File: config.mk
export PLATFORM = sky130hd
export DESIGN_NAME = leaf_out_arbiter
export DESIGN_NICKNAME = d
export VERILOG_FILES = /design/src/rtl/leaf_out_arbiter.sv
export SDC_FILE = /design/constraint.sdc
export NUM_CORES = 1
export LEC_CHECK = 0
export BUFFER_PORTS_ARGS = -buffer_cell sky130_fd_sc_hd__buf_2
export CAP_MARGIN = 15
export CORE_ASPECT_RATIO = 1.75
export CORE_UTILIZATION = 40
export DETAILED_ROUTE_END_ITERATION = 10
export GPL_TIMING_DRIVEN = 0
export PLACE_DENSITY_LB_ADDON = 0.12
export SLEW_MARGIN = 20
export SYNTH_ARGS = -nofsm -noshare
export SYNTH_HDL_FRONTEND = slang
export SYNTH_SLANG_ARGS = --single-unit
File: constraint.sdc
create_clock -name clk -period 3.2 [get_ports clk]
set_input_delay 0 -clock clk [delete_from_list [all_inputs] [get_ports clk]]
set_output_delay 0 -clock clk [all_outputs]
set_load 0.02 [all_outputs]
File: src/rtl/leaf_out_arbiter.sv
// Leaf-side output stage: round-robin arbitration of NUM_OUT_PORTS user streams into
// BFT packets, with per-port destination, wrapping address and credit flow control.
module leaf_out_arbiter #(
    parameter int PACKET_BITS           = 49,
    parameter int PAYLOAD_BITS          = 32,
    parameter int NUM_LEAF_BITS         = 5,
    parameter int NUM_PORT_BITS         = 4,
    parameter int NUM_ADDR_BITS         = 7,
    parameter int NUM_OUT_PORTS         = 4,
    parameter int NUM_BRAM_ADDR_BITS    = 7,
    parameter int FREESPACE_UPDATE_SIZE = 64
) (
    input  logic                                    clk,
    input  logic                                    reset_n,
    input  logic                                    cfg_we,
    input  logic [3:0]                              cfg_idx,
    input  logic [NUM_LEAF_BITS-1:0]                cfg_dst_leaf,
    input  logic [NUM_PORT_BITS-1:0]                cfg_dst_port,
    input  logic [NUM_OUT_PORTS*PAYLOAD_BITS-1:0]   din_leaf_user2interface,
    input  logic [NUM_OUT_PORTS-1:0]                vld_user2interface,
    output logic [NUM_OUT_PORTS-1:0]                ack_interface2user,
    input  logic                                    credit_upd_vld,
    input  logic [3:0]                              credit_upd_idx,
    input  logic                                    resend,
    input  logic                                    dout_ready,
    output logic [PACKET_BITS-1:0]                  dout_leaf_interface2bft,
    output logic [NUM_OUT_PORTS-1:0]                credit_zero
);

    // Handshakes: a user port keeps vld and data stable until it sees its ack pulse;
    // ack is high for exactly the cycle the payload is captured. The packet MSB is its
    // valid bit and it leaves the slot on a cycle with dout_ready=1 and resend=0.

    localparam int                    CREDIT_W     = NUM_BRAM_ADDR_BITS + 1;
    localparam logic [CREDIT_W-1:0]   CREDIT_MAX   = {1'b1, {NUM_BRAM_ADDR_BITS{1'b0}}};
    localparam logic [31:0]           CREDIT_MAX32 = 32'(CREDIT_MAX);
    localparam logic [31:0]           UPD32        = 32'(FREESPACE_UPDATE_SIZE);

    logic [NUM_OUT_PORTS-1:0] cfg_vld_q, cfg_vld_d;
    logic [NUM_LEAF_BITS-1:0] dst_leaf_q [NUM_OUT_PORTS];
    logic [NUM_LEAF_BITS-1:0] dst_leaf_d [NUM_OUT_PORTS];
    logic [NUM_PORT_BITS-1:0] dst_port_q [NUM_OUT_PORTS];
    logic [NUM_PORT_BITS-1:0] dst_port_d [NUM_OUT_PORTS];
    logic [NUM_ADDR_BITS-1:0] addr_q     [NUM_OUT_PORTS];
    logic [NUM_ADDR_BITS-1:0] addr_d     [NUM_OUT_PORTS];
    logic [CREDIT_W-1:0]      credit_q   [NUM_OUT_PORTS];
    logic [CREDIT_W-1:0]      credit_d   [NUM_OUT_PORTS];
    logic [3:0]               rr_q, rr_d;
    logic [PACKET_BITS-1:0]   out_q, out_d;

    logic [NUM_OUT_PORTS-1:0] eligible;
    logic [NUM_OUT_PORTS-1:0] gnt_oh;
    logic                     gnt_found;
    logic [3:0]               gnt_idx;
    logic [PACKET_BITS-1:0]   gnt_pkt;
    logic                     out_valid;
    logic                     slot_free;
    logic                     grant_fire;
    logic [31:0]              credit_sum;

    assign out_valid  = out_q[PACKET_BITS-1];
    assign slot_free  = !out_valid || (dout_ready && !resend);
    assign grant_fire = slot_free && !resend && gnt_found;

    always_comb begin
        for (int i = 0; i < NUM_OUT_PORTS; i++) begin
            eligible[i]    = vld_user2interface[i] && cfg_vld_q[i] && (credit_q[i] != '0);
            credit_zero[i] = (credit_q[i] == '0);
        end
    end

    // Search starts one past the last winner so every requester is served in turn.
    always_comb begin
        gnt_oh    = '0;
        gnt_found = 1'b0;
        for (int k = 1; k <= NUM_OUT_PORTS; k++) begin
            for (int i = 0; i < NUM_OUT_PORTS; i++) begin
                if (!gnt_found && eligible[i] &&
                    (i == ((int'(rr_q) + k) % NUM_OUT_PORTS))) begin
                    gnt_oh[i] = 1'b1;
                    gnt_found = 1'b1;
                end
            end
        end
    end

    always_comb begin
        gnt_idx = '0;
        gnt_pkt = '0;
        for (int i = 0; i < NUM_OUT_PORTS; i++) begin
            if (gnt_oh[i]) begin
                gnt_idx = 4'(i);
                gnt_pkt = {1'b1, dst_leaf_q[i], dst_port_q[i], addr_q[i],
                           din_leaf_user2interface[i*PAYLOAD_BITS +: PAYLOAD_BITS]};
            end
        end
    end

    assign ack_interface2user      = grant_fire ? gnt_oh : '0;
    assign dout_leaf_interface2bft = resend ? '0 : out_q;

    always_comb begin
        cfg_vld_d  = cfg_vld_q;
        dst_leaf_d = dst_leaf_q;
        dst_port_d = dst_port_q;
        addr_d     = addr_q;
        credit_d   = credit_q;
        credit_sum = '0;
        rr_d       = grant_fire ? gnt_idx : rr_q;

        out_d = out_q;
        if (grant_fire) begin
            out_d = gnt_pkt;
        end else if (out_valid && dout_ready && !resend) begin
            out_d = '0;
        end

        for (int i = 0; i < NUM_OUT_PORTS; i++) begin
            // Index compares only match real ports, so out-of-range indices fall through.
            if (cfg_we && (cfg_idx == 4'(i))) begin
                cfg_vld_d[i]  = 1'b1;
                dst_leaf_d[i] = cfg_dst_leaf;
                dst_port_d[i] = cfg_dst_port;
            end
            if (grant_fire && gnt_oh[i]) begin
                addr_d[i]   = addr_q[i] + NUM_ADDR_BITS'(1);
                credit_d[i] = credit_q[i] - CREDIT_W'(1);
            end
            if (credit_upd_vld && (credit_upd_idx == 4'(i))) begin
                credit_sum  = 32'(credit_d[i]) + UPD32;
                credit_d[i] = (credit_sum > CREDIT_MAX32) ? CREDIT_MAX : credit_sum[CREDIT_W-1:0];
            end
        end
    end

    always_ff @(posedge clk or negedge reset_n) begin
        if (!reset_n) begin
            cfg_vld_q <= '0;
            rr_q      <= '0;
            out_q     <= '0;
            for (int i = 0; i < NUM_OUT_PORTS; i++) begin
                dst_leaf_q[i] <= '0;
                dst_port_q[i] <= '0;
                addr_q[i]     <= '0;
                credit_q[i]   <= CREDIT_MAX;
            end
        end else begin
            cfg_vld_q  <= cfg_vld_d;
            rr_q       <= rr_d;
            out_q      <= out_d;
            dst_leaf_q <= dst_leaf_d;
            dst_port_q <= dst_port_d;
            addr_q     <= addr_d;
            credit_q   <= credit_d;
        end
    end

endmodule

==> results of run 1 <==
-- logic make-up (layout without fill, tap and decap cells) --
group,after synthesis,in the layout
buffers and inverters,59,457
AOI/OAI and AO/OA,210,210
and+or+nand+nor,218,218
DFF,151,151
muxes,44,44
adders and majority gates,9,9
xor gates and xnor gates,51,51
-- worst max-delay path by stage --
stage / start / to / slack, ns / cells after the start
after floorplan: credit_q[24] / addr_q[8] / 0.24 / 8
after global placement: credit_q[24] / out_q[22] / -0.39 / 10
after detailed placement: credit_q[24] / out_q[9] / -0.39 / 10
after CTS: credit_q[23] / ack_interface2user[1] / 0.005 / 8
after global routing: credit_q[0] / addr_q[19] / -0.03 / 11
final: credit_q[11] / ack_interface2user[3] / 0.12 / 8
-- worst reg2reg max path, cell delays in order, from the launching register on --
cell and delay [ns]:
dfrtp_1 0.43, or4_4 0.60, o311ai_4 0.41, a22oi_1 0.21, nor2_1 0.16, o21a_1 0.35, clkbuf_2 0.31, nand2_1 0.10
nor3_1 0.25, xor2_1 0.16
-- flip-flops by register name, summed over array words and instances (netlist names) --
register	count
dst_port_q	16
rr_q	2
cfg_vld_q	4
credit_q	32
addr_q	28
out_q	49
dst_leaf_q	20
-- metal layers --
layer	global-route usage, %	vias to the layer above
met5	0	-
met4	15.3	0
met2	48.3	314
met3	5.35	116
met1	29.9	3813
li1	-	3577
-- area by class of cell --
| type | instances | share of cell area [%] |
|---|---|---|
| multi-input combinational | 532 | 34.4 |
| sequential | 151 | 32.8 |
| timing repair buffer | 366 | 22.6 |
| clock buffer | 18 | 3.81 |
| tap | 241 | 2.62 |
| buffer | 45 | 1.88 |
| clock inverter | 14 | 1.35 |
| inverter | 14 | 0.478 |
-- per-stage QoR --
stage	hold slack (ns)	utilization, %	setup slack [ns]	total power, W
3_5_place_dp	0.0594	48.4	-0.392	0.00590
3_3_place_gp	0.250	48.1	-0.391	0.00583
4_1_cts	0.00411	59.5	0.00522	0.00813
6_report	0.00759	60.0	0.118	0.00819
2_1_floorplan	-0.296	-	0.236	0.00498
5_1_grt	0.00641	60.0	-0.0335	0.00871
-- power by group --
| part | switching [W] | internal [W] |
|---|---|---|
| clock network | 0.000904 | 0.00113 |
| logic | 0.00166 | 0.00134 |
| registers | 0.000575 | 0.00258 |
-- timing repair --
item | 4_1_cts | 5_1_grt
hold endpoints to repair | 156 | 0
buffers inserted | 4 | 5
resized for setup | 22 | 25
pin swaps | 3 | 1
hold buffers | 144 | 0
endpoints found under the setup margin | 76 | 64
-- cells in the final DEF (no fill, tap or decap), types with 5 or more instances in the layout --
cell type | Yosys | final
nor2b_1 | 51 | 51
buf_4 | 0 | 14
xnor2_1 | 25 | 25
a22oi_1 | 49 | 49
o21ai_1 | 21 | 19
nand3_1 | 18 | 18
inv_6 | 0 | 6
inv_1 | 13 | 13
mux2_2 | 39 | 39
dfrtp_1 | 147 | 147
nor3_1 | 17 | 15
nand2b_1 | 5 | 5
ha_1 | 9 | 8
a222oi_1 | 48 | 48
buf_2 | 10 | 218
nand2_1 | 39 | 38
nor2_1 | 40 | 40
clkbuf_2 | 0 | 12
a21oi_1 | 14 | 13
or3_1 | 7 | 7
nand4_1 | 10 | 10
dlygate4sd3_1 | 0 | 144
xor2_1 | 26 | 25
clkbuf_16 | 0 | 17
o21ai_0 | 37 | 37
clkbuf_1 | 29 | 18
mux2i_1 | 5 | 5
==> metrics.log, run 1 <==
[metrics] antenna cells: 0
[metrics] adder-cell share of the synthesized area: 1.43%
[metrics] capture instance of the worst register-to-register path: addr_q[19]
[metrics] Multi-input gate area: around 4000 µm²
[metrics] register clock-pin slew on the reported worst setup and hold paths: around 0.070 ns
[metrics] layout cells sized above 1: 31.5%
[metrics] global-route total usage across every layer: ~27%
[metrics] floorplan row count: 67
[metrics] DIE WIDTH: about 110 µm
[metrics] starting utilization of the core area: between 40% and 50%
[metrics] parity-gate share of the synthesized area counting xor and xnor cells: under 10%
[metrics] area grow syn2layout: 46.3%
[metrics] wire length of the first global-routing pass: around 42 mm
[metrics] RSZ-0062 raised after global routing: true
[metrics] Cell Count, Final, Fillers Out: 1,381
[metrics] number of cells produced by synthesis: 742
[metrics] area share of the largest cell type after synthesis: a little under half
[metrics] count of buffering cells on the critical path with inverters included: 4
[metrics] largest family of logic cells by synthesized area: compound AO/OA/AOI/OAI gates
[metrics] most frequent cell after synthesis: dfrtp_1
[metrics] synthesized net count: between 900 and 1,000
[metrics] top area cells in the synthesized netlist: dfrtp_1 47%, a222oi_1 6.1%, mux2_2 5.6%
[metrics] CP max stage delay: 0.60 ns
[metrics] ys async rst share: 100%
[metrics] vias after detailed routing: 7,820
[metrics] DRC errors left: 0
[metrics] WL per Instance: a little under 20 µm
[metrics] EDFF count, synth: 0
[metrics] Design Area, Final: 11,500 µm²
[metrics] clk root buf: clkbuf_16
[metrics] chain of cells forming the critical path: or4_4 -> o311a_4 -> a211oi_2 -> nand2_4 -> inv_4 -> buf_4 -> buf_4 -> buf_2
[metrics] share of synthesized area occupied by flip-flops and latches: between 40 and 50%
[metrics] cell family with most CP delay: compound AO/OA/AOI/OAI gates
[metrics] clock buffer depth: 2
[metrics] max-slew violation count: 0
[metrics] top routing layer in use: met4
[metrics] critical path start-end classification: reg -> out
[metrics] commonest cells in the netlist: 147 x dfrtp_1, 51 x nor2b_1, 49 x a22oi_1
[metrics] antenna violations before repair: 0
[metrics] clock net sink count: 151
[metrics] wire length the detailed router placed on met1: 9.82 mm
[metrics] power density relative to cell area: 711 nW/µm²
[metrics] Die Outline Area: 20,300 µm²
[metrics] TritonCTS clock tree: built
[metrics] maximum clock skew at final layout: approximately 0.012 ns
[metrics] drt total wl: 26.9 mm
[metrics] peak fanout along the critical path: 10
[metrics] result of the run: finished, final reports clean
[metrics] number of DRC markers in iteration 0: 673
[metrics] simple-gate share of the synthesized area: 14.9%
[metrics] Num CTS Buffers: 17
[metrics] complex-gate fraction of the synthesized area: between 20% and 30%
[metrics] required time at the endpoint of the critical path: 3.20 ns
[metrics] Die Span Y: ~190 µm
[metrics] main flop type after synthesis: dfrtp_1
[metrics] maximum capacitance violations: 0
[metrics] number of endpoints failing setup at the final stage: 0
[metrics] depth of the worst register-to-register path: 9
[metrics] count of warnings emitted by yosys: 0
[metrics] CP max stage cell: or4_4
[metrics] element type at the critical path end: output port
[metrics] startpoint type of the worst setup path: flip-flop
[metrics] post-route clock period utilization: 96.3%
[metrics] peak supply drop: 0.423 mV
[metrics] post-synthesis sequential element count: about 150
[metrics] fin crit period: roughly 3 ns
[metrics] Lkg Pwr: 5.19 nW
[metrics] per-instance average area after synthesis: 10.6 µm²
[metrics] WHS Path Cells: 4
[metrics] cell taking the most area after synthesis: dfrtp_1
[metrics] number of I/O port buffers: 211
[metrics] FILL cells: 1,618
[metrics] Worst EP arrival: about 3 ns
[metrics] net total in the final layout: 1,291
[metrics] Max Freq: 0.324 GHz
[metrics] flop-to-flop setup slack: 0.15 ns
[metrics] remaining number of nets flagged by the antenna check after routing: 0
[metrics] total grt overflow: 0
[metrics] area after detailed placement: 9290 µm²
[metrics] instance count after placement with tap cells included: around 1,200
[metrics] area of the core: 19,200 µm²
[metrics] length of the first detailed-routing pass in iterations: 8
[metrics] post-DP HPWL: 17.8 mm
[metrics] sequential cell area: 3780 µm²
[metrics] Worst-Margin Slew: 0.771 ns
[metrics] multiplexer share of the synthesized area: slightly above 6%
[metrics] Relative slew margins: 48.4%
[metrics] reg-to-reg critical path startpoint: credit_q[11]
[metrics] CTS H-Tree Depth: 4
[metrics] synth unique cells: 66
[metrics] Hold Startpoint: credit_upd_idx[3]
[metrics] source-to-sink clock delay at the later pin of the worst-skew pair: 0.43 ns
[metrics] Hold EP: credit_q[31]
[metrics] RD Place Congestion: 0.880
[metrics] Final Hold Fails: 0
[metrics] sum of met2 wire segment lengths after detailed routing: between 10 and 15 mm
[metrics] met3 wirelength from detailed routing: 1.41 mm
[metrics] cell occurring most often along the worst timing path: buf_4
[metrics] number of I/O pins: 212
[metrics] final sum of negative setup slack: 0 ns
[metrics] via count of the first global-routing pass: between 8,000 and 9,000
[metrics] Vias/cell: 5.66
[metrics] netlist area before placement: 7880 µm²
[metrics] maximum number of pins on one net before global-route repair: 87
[metrics] Hold Path Class: in -> reg
(Power assumes the default switching activity.)
==> run 2, diff against run 1 <==
CORE_ASPECT_RATIO = not set   (was 1.75)
GPL_TIMING_DRIVEN = not set   (was 0)
==> metrics.log, run 2 (same netlist as run 1, synthesis figures left out) <==
[metrics] length of the first detailed-routing pass in iterations: 6
[metrics] WL per Instance: 18.5 µm
[metrics] Num CTS Buffers: 17
[metrics] worst hold margin: ~0.029 ns
[metrics] worst path setup slack after routing: 0.117 ns
[metrics] max-slew violation count: 0
[metrics] DRC errors left: 0
[metrics] Relative slew margins: 55.3%
[metrics] post-DP HPWL: 15.3 mm
[metrics] CP max stage delay: 0.51 ns
[metrics] WP depth: 11
[metrics] antenna violations before repair: 0
[metrics] area grow syn2layout: 45.5%
[metrics] Die Outline Area: 20,300 µm²
[metrics] source-to-sink clock delay at the later pin of the worst-skew pair: 0.43 ns
[metrics] FILL cells: 1,621
[metrics] Die Span Y: 142 µm
[metrics] RD Place Congestion: 0.803
[metrics] number of DRC markers in iteration 0: 693
[metrics] TritonCTS clock tree: built
[metrics] final design utilization: 60.3%
[metrics] most common cell after layout, fill and taps aside: buf_2
[metrics] area of the core: between 15,000 and 20,000 µm²
[metrics] Top reg by flops: out_q
[metrics] drt total wl: 25.5 mm
[metrics] reg-to-reg critical path startpoint: credit_q[0]
[metrics] vias after detailed routing: 7,642
[metrics] Hold Path Class: in -> reg
[metrics] post-route clock period utilization: 96.3%
[metrics] remaining number of nets flagged by the antenna check after routing: 0
[metrics] Worst EP arrival: 3.38 ns
[metrics] Design Area, Final: 11,500 µm²
[metrics] total grt overflow: 0
[metrics] Max Freq: about 0.32 GHz
[metrics] area after detailed placement: 9440 µm²
[metrics] count of buffering cells on the critical path with inverters included: 2
[metrics] end of the critical path: credit_q[14]
[metrics] clk root buf: clkbuf_16
[metrics] layout cells sized above 1: 31.5%
[metrics] sequential cell area: ~3800 µm²
[metrics] peak supply drop: just over 0.5 mV
[metrics] Vias/cell: 5.54
[metrics] critical path start-end classification: reg -> reg
[metrics] DIE WIDTH: between 100 and 150 µm
[metrics] leading registers by flop count: out_q (49), credit_q (32), addr_q (28)
[metrics] floorplan row count: 50
[metrics] Lkg Pwr: 5.13 nW
[metrics] global-route total usage across every layer: 25.2%
[metrics] power density relative to cell area: 707 nW/µm²
[metrics] element type at the critical path end: flip-flop
[metrics] critical path startpoint: credit_q[0]
[metrics] CP max stage cell: or3b_2
[metrics] wire length of the first global-routing pass: 39.3 mm
[metrics] chain of cells forming the critical path: inv_1 -> ha_1 -> or3b_2 -> o211ai_1 -> a21oi_1 -> a2111oi_4 -> buf_4 -> or4b_4 -> a21boi_1 -> nand2_1 -> mux2i_1
[metrics] peak fanout along the critical path: 6
[metrics] flop-to-flop setup slack: around 0.12 ns
[metrics] register clock-pin slew on the reported worst setup and hold paths: roughly 0.070 ns
[metrics] via count of the first global-routing pass: ~7,600
[metrics] startpoint type of the worst setup path: flip-flop
[metrics] result of the run: finished, final reports clean
[metrics] CTS H-Tree Depth: 4
[metrics] cell family with most CP delay: simple AND/OR/NAND/NOR gates
[metrics] Final Hold Fails: 0
[metrics] setup slack at placement: 0.0920 ns
[metrics] depth of the worst register-to-register path: 11
[metrics] clock net sink count: 151
[metrics] maximum clock skew at final layout: 0.0101 ns
[metrics] number of I/O pins: ~210
[metrics] clock buffer depth: 2
[metrics] capture instance of the worst register-to-register path: credit_q[14]
[metrics] total power after layout: 0.00810 W
[metrics] flip-flop count of the largest register after layout: 49
[metrics] number of endpoints failing setup at the final stage: 0
[metrics] fin crit period: 3.08 ns
[metrics] net total in the final layout: between 1,000 and 1,500
[metrics] commonest cells after routing, fill and taps aside: 210 x buf_2, 147 x dfrtp_1, 141 x dlygate4sd3_1
[metrics] Worst-Margin Slew: 0.668 ns
[metrics] Multi-input gate area: around 3900 µm²
[metrics] maximum capacitance violations: 0
[metrics] maximum number of pins on one net before global-route repair: ~100
[metrics] number of I/O port buffers: between 200 and 250
[metrics] starting utilization of the core area: 41.4%
[metrics] required time at the endpoint of the critical path: 3.50 ns
[run 2: changes by cell type in the layout (fill, tap and decap cells not counted), moves of 3 or more]
cell / before / now
clkbuf_1: 18 / 0
buf_4: 14 / 31
clkbuf_2: 12 / 0
buf_2: 218 / 210
buf_12: 0 / 5
clkinv_4: 2 / 5
dlygate4sd3_1: 144 / 141
[run 2: area by class of cell]
cell class	count	area share [%]
tap	260	2.84
timing repair buffer	390	24.7
clock buffer	17	3.71
antenna	1	0.0218
multi-input combinational	532	34.1
inverter	14	0.459
clock inverter	15	1.19
sequential	151	33.0
[run 2: worst min-delay path by stage]
stage	from	endpoint	slack [ns]	cells past startpoint
6_report	credit_upd_idx[2]	credit_q[30]	0.03	4
5_1_grt	credit_upd_vld	credit_q[22]	0.04	3
4_1_cts	credit_upd_idx[2]	credit_q[15]	0.01	4
3_5_place_dp	reset_n	credit_q[8]	-0.006	1
3_3_place_gp	reset_n	credit_q[10]	-0.01	1
2_1_floorplan	reset_n	addr_q[0]	-0.30	0
[run 2: timing repair]
action	4_1_cts	5_1_grt
gates cloned	0	0
hold endpoints to repair	119	0
setup endpoints to repair	1	21
pin swaps	1	1
resized for setup	0	7
setup buffers	1	1
hold buffers	141	0
[run 2: metal layers]
metal / GRT usage (%) / vias up / routed length [µm]
met5: 0 / - / 0
met4: 12.0 / 0 / 838
met3: 5.75 / 72 / 1680
met2: 40.5 / 318 / 12300
met1: 32.1 / 3697 / 10700
li1: - / 3555 / -
[run 2: power by group]
| group | internal, W | switching [W] |
|---|---|---|
| Combinational | 0.00143 | 0.00162 |
| Clock | 0.00102 | 0.000878 |
| Sequential | 0.00258 | 0.000568 |
| Total | 0.00503 | 0.00307 |
[run 2: metrics by stage]
| step | cells | setup TNS (ns) |
|---|---|---|
| after floorplan | 742 | 0 |
| after global placement | 1204 | 0 |
| after detailed placement | 1204 | 0 |
| after CTS | 1378 | 0 |
| after global routing | 1379 | -0.0370 |
| final | 1380 | 0 |
[run 2: worst min-delay path: cells and delay by family]
kind / cells / cell delay (ns)
AND/OR/NAND/NOR: 2 / 0.23
multiplexers: 1 / 0.10
buffers and inverters: 1 / 0.09
